File: config.mk
export PLATFORM = sky130hd
export DESIGN_NAME = line_cmd_sequencer
export DESIGN_NICKNAME = d
export VERILOG_FILES = /design/src/rtl/line_cmd_pkg.sv /design/src/rtl/line_cmd_sequencer.sv
export SDC_FILE = /design/constraint.sdc
export NUM_CORES = 1
export LEC_CHECK = 0
export CAP_MARGIN = 20
export CORE_MARGIN = 3
export CORE_UTILIZATION = 49
export DETAILED_ROUTE_END_ITERATION = 6
export PLACE_DENSITY = 0.76
export SETUP_SLACK_MARGIN = 0.15
export SYNTH_ARGS = -nofsm -noshare
export SYNTH_HDL_FRONTEND = slang
export SYNTH_SLANG_ARGS = --single-unit
export TNS_END_PERCENT = 20
File: constraint.sdc
create_clock -name clk -period 2.35 [get_ports clk]
set_input_delay 0.47 -clock clk [delete_from_list [all_inputs] [get_ports clk]]
set_output_delay 0.47 -clock clk [all_outputs]
set_load 0.005 [all_outputs]
File: src/rtl/line_cmd_pkg.sv
`default_nettype none
// ============================================================================
// Module   : line_cmd_pkg
// Purpose  : Shared definitions for the line command stream. Holds the
//            opcodes, the sequencer state encoding and helpers for slicing
//            the 20-bit point field {x[9:0], y[9:0]} out of a command word.
//            LineEngine command builders import this package as well.
// Revision : 1.0 - initial release
// ============================================================================
package line_cmd_pkg;

  // Opcodes carried in command word bits [31:24]
  localparam logic [7:0] OP_LINE = 8'h01;
  localparam logic [7:0] OP_END  = 8'h00;

  localparam int LINE_CNT_W = 16;

  // Point field layout inside a 32-bit point word
  localparam int PT_W     = 20;
  localparam int PT_X_MSB = 19;
  localparam int PT_X_LSB = 10;
  localparam int PT_Y_MSB = 9;
  localparam int PT_Y_LSB = 0;

  // Sequencer state encoding
  localparam int ST_W = 4;
  localparam logic [ST_W-1:0] S_IDLE = 4'd0;   // waiting for start
  localparam logic [ST_W-1:0] S_OP   = 4'd1;   // fetch opcode word
  localparam logic [ST_W-1:0] S_COL  = 4'd2;   // fetch color word
  localparam logic [ST_W-1:0] S_P0   = 4'd3;   // fetch point0 word
  localparam logic [ST_W-1:0] S_P1   = 4'd4;   // fetch point1 word
  localparam logic [ST_W-1:0] S_SCOL = 4'd5;   // present color to engine
  localparam logic [ST_W-1:0] S_SP0  = 4'd6;   // present point0
  localparam logic [ST_W-1:0] S_SP1  = 4'd7;   // present point1
  localparam logic [ST_W-1:0] S_TRIG = 4'd8;   // start-draw strobe
  localparam logic [ST_W-1:0] S_GAP  = 4'd9;   // let engine drop ready
  localparam logic [ST_W-1:0] S_WAIT = 4'd10;  // wait for engine idle
  localparam logic [ST_W-1:0] S_DONE = 4'd11;  // END consumed

  function automatic logic [PT_W-1:0] pt_field(input logic [31:0] word);
    return word[PT_W-1:0];
  endfunction

  function automatic logic [9:0] pt_x(input logic [PT_W-1:0] pt);
    return pt[PT_X_MSB:PT_X_LSB];
  endfunction

  function automatic logic [9:0] pt_y(input logic [PT_W-1:0] pt);
    return pt[PT_Y_MSB:PT_Y_LSB];
  endfunction

endpackage
`default_nettype wire

File: src/rtl/line_cmd_sequencer.sv
`default_nettype none
// ============================================================================
// Module   : line_cmd_sequencer
// Purpose  : Pops command words from the graphics command FIFO, decodes
//            LINE / END, and replays the LineEngine load handshake
//            (color, point0, point1, trigger) one line at a time.
// Ports    : clk, rst (async, active-low), start      - control in
//            busy, done, error, line_count            - status out
//            cmd_data, cmd_valid / cmd_ready          - command FIFO side
//            LE_ready                                 - engine idle in
//            LE_color, LE_point, LE_*_valid,
//            LE_trigger                               - engine load side
// Revision : 1.0 - initial release
// ============================================================================
module line_cmd_sequencer
  import line_cmd_pkg::*;
#(
  parameter int CNT_W = LINE_CNT_W
) (
  input  logic             clk,
  input  logic             rst,
  input  logic             start,
  output logic             busy,
  output logic             done,
  output logic             error,
  output logic [CNT_W-1:0] line_count,
  input  logic [31:0]      cmd_data,
  input  logic             cmd_valid,
  output logic             cmd_ready,
  input  logic             LE_ready,
  output logic [31:0]      LE_color,
  output logic [PT_W-1:0]  LE_point,
  output logic             LE_color_valid,
  output logic             LE_point0_valid,
  output logic             LE_point1_valid,
  output logic             LE_trigger
);

  logic [ST_W-1:0] r_state;
  logic [ST_W-1:0] w_state_nxt;

  logic [31:0]     r_color;
  logic [PT_W-1:0] r_p0;
  logic [PT_W-1:0] r_p1;

  logic       w_hs;
  logic [7:0] w_opcode;
  logic       w_illegal;

  logic w_busy_nxt;
  logic w_done_nxt;
  logic w_cmd_ready_nxt;
  logic w_col_v_nxt;
  logic w_p0_v_nxt;
  logic w_p1_v_nxt;
  logic w_trig_nxt;

  assign w_hs      = cmd_valid & cmd_ready;
  assign w_opcode  = cmd_data[31:24];
  assign w_illegal = (w_opcode != OP_LINE) && (w_opcode != OP_END);

  // State register
  always_ff @(posedge clk or negedge rst) begin
    if (!rst) r_state <= S_IDLE;
    else      r_state <= w_state_nxt;
  end

  // Next-state logic
  always_comb begin
    w_state_nxt = r_state;
    case (r_state)
      S_IDLE: if (start) w_state_nxt = S_OP;
      S_OP: begin
        if (w_hs) begin
          if (w_opcode == OP_LINE)     w_state_nxt = S_COL;
          else if (w_opcode == OP_END) w_state_nxt = S_DONE;
          // illegal opcode: word dropped, keep fetching opcodes
        end
      end
      S_COL:  if (w_hs) w_state_nxt = S_P0;
      S_P0:   if (w_hs) w_state_nxt = S_P1;
      S_P1:   if (w_hs) w_state_nxt = S_SCOL;
      S_SCOL: if (LE_ready) w_state_nxt = S_SP0;
      S_SP0:  w_state_nxt = S_SP1;
      S_SP1:  w_state_nxt = S_TRIG;
      S_TRIG: w_state_nxt = S_GAP;
      // Engine only lowers ready the cycle after trigger, so skip one cycle
      // before trusting LE_ready again.
      S_GAP:  w_state_nxt = S_WAIT;
      S_WAIT: if (LE_ready) w_state_nxt = S_OP;
      S_DONE: w_state_nxt = S_IDLE;
      default: w_state_nxt = S_IDLE;
    endcase
  end

  // Output decode from the next state so the registered outputs line up
  // with the state they belong to.
  always_comb begin
    w_busy_nxt      = (w_state_nxt != S_IDLE);
    w_done_nxt      = (w_state_nxt == S_DONE);
    w_cmd_ready_nxt = (w_state_nxt == S_OP) || (w_state_nxt == S_COL) ||
                      (w_state_nxt == S_P0) || (w_state_nxt == S_P1);
    w_col_v_nxt     = (w_state_nxt == S_SCOL);
    w_p0_v_nxt      = (w_state_nxt == S_SP0);
    w_p1_v_nxt      = (w_state_nxt == S_SP1);
    w_trig_nxt      = (w_state_nxt == S_TRIG);
  end

  // Registered outputs, operand registers and status
  always_ff @(posedge clk or negedge rst) begin
    if (!rst) begin
      busy            <= 1'b0;
      done            <= 1'b0;
      cmd_ready       <= 1'b0;
      LE_color_valid  <= 1'b0;
      LE_point0_valid <= 1'b0;
      LE_point1_valid <= 1'b0;
      LE_trigger      <= 1'b0;
      LE_color        <= '0;
      LE_point        <= '0;
      r_color         <= '0;
      r_p0            <= '0;
      r_p1            <= '0;
      error           <= 1'b0;
      line_count      <= '0;
    end else begin
      busy            <= w_busy_nxt;
      done            <= w_done_nxt;
      cmd_ready       <= w_cmd_ready_nxt;
      LE_color_valid  <= w_col_v_nxt;
      LE_point0_valid <= w_p0_v_nxt;
      LE_point1_valid <= w_p1_v_nxt;
      LE_trigger      <= w_trig_nxt;

      if (w_hs && (r_state == S_COL)) r_color <= cmd_data;
      if (w_hs && (r_state == S_P0))  r_p0    <= pt_field(cmd_data);
      if (w_hs && (r_state == S_P1))  r_p1    <= pt_field(cmd_data);

      // Engine-facing operands change only on entry to a send state and
      // otherwise keep the last value presented.
      if (w_col_v_nxt) LE_color <= r_color;
      if (w_p0_v_nxt)  LE_point <= r_p0;
      if (w_p1_v_nxt)  LE_point <= r_p1;

      if ((r_state == S_IDLE) && start) begin
        error      <= 1'b0;
        line_count <= '0;
      end else begin
        if ((r_state == S_OP) && w_hs && w_illegal) error <= 1'b1;
        if ((r_state == S_TRIG) && (line_count != {CNT_W{1'b1}}))
          line_count <= line_count + 1'b1;
      end
    end
  end

endmodule
`default_nettype wire

**Word level (Yosys, flattened, before mapping)**

Index checks and enable logic that the tools add are counted.

- Register bits after elaboration: 152
- Bits in latches: 0
- Bits in writable memories: 0
- Memory bits (read-only): 0
- Bits of input ports: 37
- Output and inout bits: 76
- Word-level logic and storage cells: 73
- Memories: 0

- $add $sub $neg: 1
- Multipliers: 0
- Div/mod/pow operators: 0
- Magnitude comparators: 0
- Equality and inequality tests: 22
- Shifts and indexed selects: 0
- Multiplexer cells: 16
- Bitwise logic cells: 1
- Reduce and logical (&&, ||, !) cells: 18

Operator list:

| operator | number |
|---|---|
| 4-bit one-hot mux with 11 select lines | 1 |
| 20-bit 2-to-1 mux | 2 |
| 4-bit 2-to-1 mux | 9 |
| 4-bit by 3-bit == test with 1-bit output, second input constant | 8 |
| 16-bit 2-to-1 mux | 2 |
| 4-bit == test, second input constant | 5 |
| 16-bit by 1-bit adder with 16-bit output, second input constant | 1 |
| 4-bit by 2-bit == test with 1-bit output, second input constant | 4 |
| 16-bit != test, second input constant | 1 |
| 4-bit by 1-bit == test with 1-bit output, second input constant | 2 |
| 8-bit by 1-bit == test with 1-bit output, second input constant | 1 |
| 1-bit logical AND | 8 |
| 8-bit zero test | 1 |
| 8-bit by 1-bit != test with 1-bit output, second input constant | 1 |
| 8-bit nonzero test | 1 |
| 2-bit nonzero test | 3 |
| 4-bit zero test | 1 |
| 4-bit nonzero test | 1 |
| 1-bit logical OR | 3 |
| 1-bit 2-to-1 mux | 2 |
| 1-bit bitwise AND | 1 |

**Longest topological paths before layout**

- Word-level depth: 9
- Gate-level depth with buffers: 8
- Depth with buffers taken out: 6

**Worst setup path before layout**

OpenSTA, ideal clock, no wires.

- Path type: input to register
- From: input port cmd_valid
- To: register LE_color[10]
- Library setup time: 0.125 ns
- Arrival time: 1.868 ns
- Required time: 2.225 ns
- Setup slack: 0.357 ns
- Stages: 8
- Path buffers: 3
- Cells stage by stage: and2_1 > buf_4 > or3b_1 > a21oi_1 > and2_4 > buf_12 > buf_12 > mux2_4

- Word-level cells in the longest chain between the ends: 4

RTL lines:

| item | RTL line | text |
|---|---|---|
| start, declared | line_cmd_sequencer.sv:28 | `input logic cmd_valid,` |
| 1-bit bitwise AND * | line_cmd_sequencer.sv:58 | `assign w_hs = cmd_valid & cmd_ready;` |
| 4-bit 2-to-1 mux, on equally long branches | n/a |  |
| 4-bit one-hot mux with 11 select lines * | line_cmd_sequencer.sv:71 | `case (r_state)` |
| 4-bit by 3-bit == test with 1-bit output * | line_cmd_sequencer.sv:103 | `w_col_v_nxt = (w_state_nxt == S_SCOL);` |
| end signal, assigned | line_cmd_sequencer.sv:141 | `if (w_col_v_nxt) LE_color <= r_color;` |
| end, declared | line_cmd_sequencer.sv:31 | `output logic [31:0] LE_color,` |

Mark *: on every way between the ends. The rest lies on a longest branch, timed or not.
A chain may end at the register's enable or synchronous reset.

**Final worst setup path**

- From: input port cmd_valid
- To: register LE_color[21]

Same word-level chain as after synthesis.

==> impl_metrics.csv <==
group,metric,value,unit
run_status,status,"finished, final reports clean",
synthesis,syn_inst,473,
synthesis,ys_seq_area_share,59.57,%
clocking,clockBufferDepth,2,
placed_design,io_buffers,112,
global_routing,grt_max_degree,62,
synthesis,synth.area.top_cells,"dfrtp_1 60%, mux2_2 13%, mux2_4 6.8%, nand2_1 3.0%, a22oi_1 2.4%",
synthesis,synth_top_cell_area_share,59.57,%
power,max-vdd-ir-drop,0.0006240,V
synthesis,synth_area,6385,um2
placed_design,dp_hpwl,9.168,mm
global_routing,grt_pass1_wl,22.69,mm
placed_design,gp_congestion,0.8302,
setup_path,r2r_slack,270,ps
power,p_switching,2.710,mW
setup_path,critPathRequiredTime,2640,ps
clocking,cts_tree,"done",
clocking,postCtsSetupBuffers,0,
floorplan,coreArea,12670,um2
clocking,clk_latency,410,ps
global_routing,grt_overflow,0,
timing,worst_pin_slew,610.0,ps
timing,slew_headroom,59.24,%
global_routing,grt_usage,20.08,%
detailed_routing,post_drt_via_cell_ratio,5.393,
clocking,cts.sinks,152,
power,power_frac_comb,30.6,%
detailed_routing,antenna_left,0,
synthesis,yosysTopAreaCell,"dfrtp_1",
detailed_routing,drt-pass1-iter-count,4,
synthesis,synth.most_common_cell,"dfrtp_1",
setup_path,path_class,"in -> reg",
timing,fin_crit_sh,90.77,%
finish,fill_cells,928,
setup_path,cp-start-kind,"input port",
synthesis,synth_common_cells,"152 x dfrtp_1, 76 x mux2_2, 51 x nand2_1",
floorplan,die_x,120.2,um
clocking,htree_levels,4,
setup_path,setup.worst_path.start,"cmd_valid",
floorplan,die-area,14440,um2
synthesis,async_flop_share,100.0,%
placed_design,dpl-instance-area,7754,um2
floorplan,ios,113,
finish,drive_above_1_share,26.11,%
flow_run,drv_cap,0,
setup_path,worstSetupEndpointType,"register",
finish,regArea,3806,um2
power,power_frac_seq,42.5,%
synthesis,avgSynthCellArea,13.50,um2
synthesis,synth_edf_count,0,
timing,fin_setup_tns,0,ps
global_routing,grt_pass1_vias,4428,
clocking,clk_pin_slew,60,ps
timing,min_period,2133,ps
timing,hold_viol,0,
floorplan,start_util,50.39,%
synthesis,synth-seq-cells,152,
min_path,hold_class,"in -> async",
timing,finClkSkew,8.873,ps
setup_path,r2r_end,"LE_color[21]$_DFFE_PN0P_",
clocking,cts_buffers,17,
finish,multi_input_area,2407,um2
power,power.internal,6.980,mW
setup_path,critPathMaxFanout,20,
power,netSwitchingFraction,27.97,%
synthesis,syn-num-nets,511,
synthesis,yosys_warnings,0,
timing,setup_viol,0,
synthesis,synthFlopType,"dfrtp_1",
finish,finalNetCount,634,
finish,antenna_cells,0,
detailed_routing,drt_iter0_drc,190,
synthesis,ys_types,47,
timing,maxSlewViolCount,0,
floorplan,num_rows,41,
power,powerDensity,1163,nW/um2
power,clkPwrFrac,26.9,%
clocking,root_buffer,"clkbuf_16",
floorplan,die_h,120.2,um
detailed_routing,wirelength,13.71,mm
timing,fmax,468.8,MHz
setup_path,cp.arrival,2420,ps
timing,timing.hold.ws,23.89,ps
setup_path,reg2reg_depth,6,
setup_path,r2r_start,"r_state[2]$_DFF_PN0_",
detailed_routing,vias,4212,
finish,final_area,8332,um2
power,leakagePower,3.838,nW
detailed_routing,routedWlPerCell,17.56,um
detailed_routing,drc_errors,0,
finish,area_growth,30.49,%
global_routing,antenna_found_initial,0,
timing,rsz0062_at_grt,"yes",
## cell usage in the layout (no fill, tap or decap), types with 5 or more instances in the layout
| cell | instances |
|---|---|
| dfrtp_1 | 150 |
| clkdlybuf4s50_1 | 111 |
| mux2_2 | 76 |
| nand2_1 | 51 |
| mux2_4 | 29 |
| a22oi_1 | 20 |
| nor2_1 | 19 |
| clkbuf_16 | 17 |
| nand3_1 | 13 |
| xor2_1 | 11 |
| buf_4 | 11 |
| nand4_1 | 8 |
| o21ai_0 | 7 |
| a21oi_1 | 6 |
| buf_12 | 6 |
| and3_1 | 5 |
## sequential cells by signal, summed over array words and instances, names as in the netlist
name,flops
cmd_ready,1
LE_color,32
LE_point0_valid,1
done,1
LE_point,20
error,1
r_state,4
LE_color_valid,1
r_p1,20
r_color,32
line_count,16
LE_trigger,1
busy,1
r_p0,20
LE_point1_valid,1
## through the flow
step | total power [mW] | setup WS (ps) | util, % | std cells
CTS | 9.786 | 195.4 | 65.70 | 781
finish | 9.690 | 217.0 | 65.75 | 781
floorplan | 5.784 | 356.9 | - | 473
global route | 10.25 | 136.1 | 65.75 | 781
global placement | 6.972 | -87.07 | 61.19 | 749
detailed placement | 7.132 | -175.9 | 61.19 | 749
## worst max path at each step
stage	to
2_1_floorplan	LE_color[10]$_DFFE_PN0P_
3_3_place_gp	LE_color[16]$_DFFE_PN0P_
3_5_place_dp	LE_color[25]$_DFFE_PN0P_
4_1_cts	LE_point[10]$_DFFE_PN0P_
5_1_grt	LE_color[13]$_DFFE_PN0P_
6_report	LE_color[21]$_DFFE_PN0P_
## kinds of logic after synthesis
group	after synthesis	synth area share, %
AO/OA/AOI/OAI	50	5.487
AND/OR/NAND/NOR	127	10.09
flip-flops	152	59.57
adder cells (fa/ha/maj)	1	0.1959
XOR/XNOR	11	1.509
multiplexers	105	20.22
buffers and inverters	27	2.920
## worst max-delay path: stages
cell and delay, ps:
clkdlybuf4s50_1 450, buf_4 160, a211o_1 310, o22ai_1 160
nand4b_1 170, and2_4 190, buf_12 200, mux2_4 320
## layout make-up
type / count / area share [%]
sequential: 152 / 45.68
multi-input combinational: 294 / 28.89
timing repair buffer: 129 / 15.90
clock buffer: 21 / 5.406
tap: 172 / 2.583
clock inverter: 11 / 1.442
inverter: 2 / 0.09010
## per-layer routing
metal	wire (um)	GRT usage (%)	vias to the layer above
met3	602	5.278	14
met4	174	7.158	0
met5	0	0	-
li1	-	-	1949
met2	6903	33.12	92
met1	6031	25.69	2157
## power by group through the flow
stage	Sequential (mW)	Combinational, mW	Clock, mW
4_1_cts	4.12	3.00	2.67
6_report	4.11	2.96	2.61
2_1_floorplan	3.99	1.79	0
3_3_place_gp	4.09	2.89	0
3_5_place_dp	4.14	2.99	0
5_1_grt	4.23	3.23	2.78
## what timing repair did
action / 4_1_cts / 5_1_grt
endpoints found under the setup margin: 0 / 53
resized for setup: 0 / 4
hold buffers: 0 / 0
Note: power is estimated with default switching activity, not from simulation.
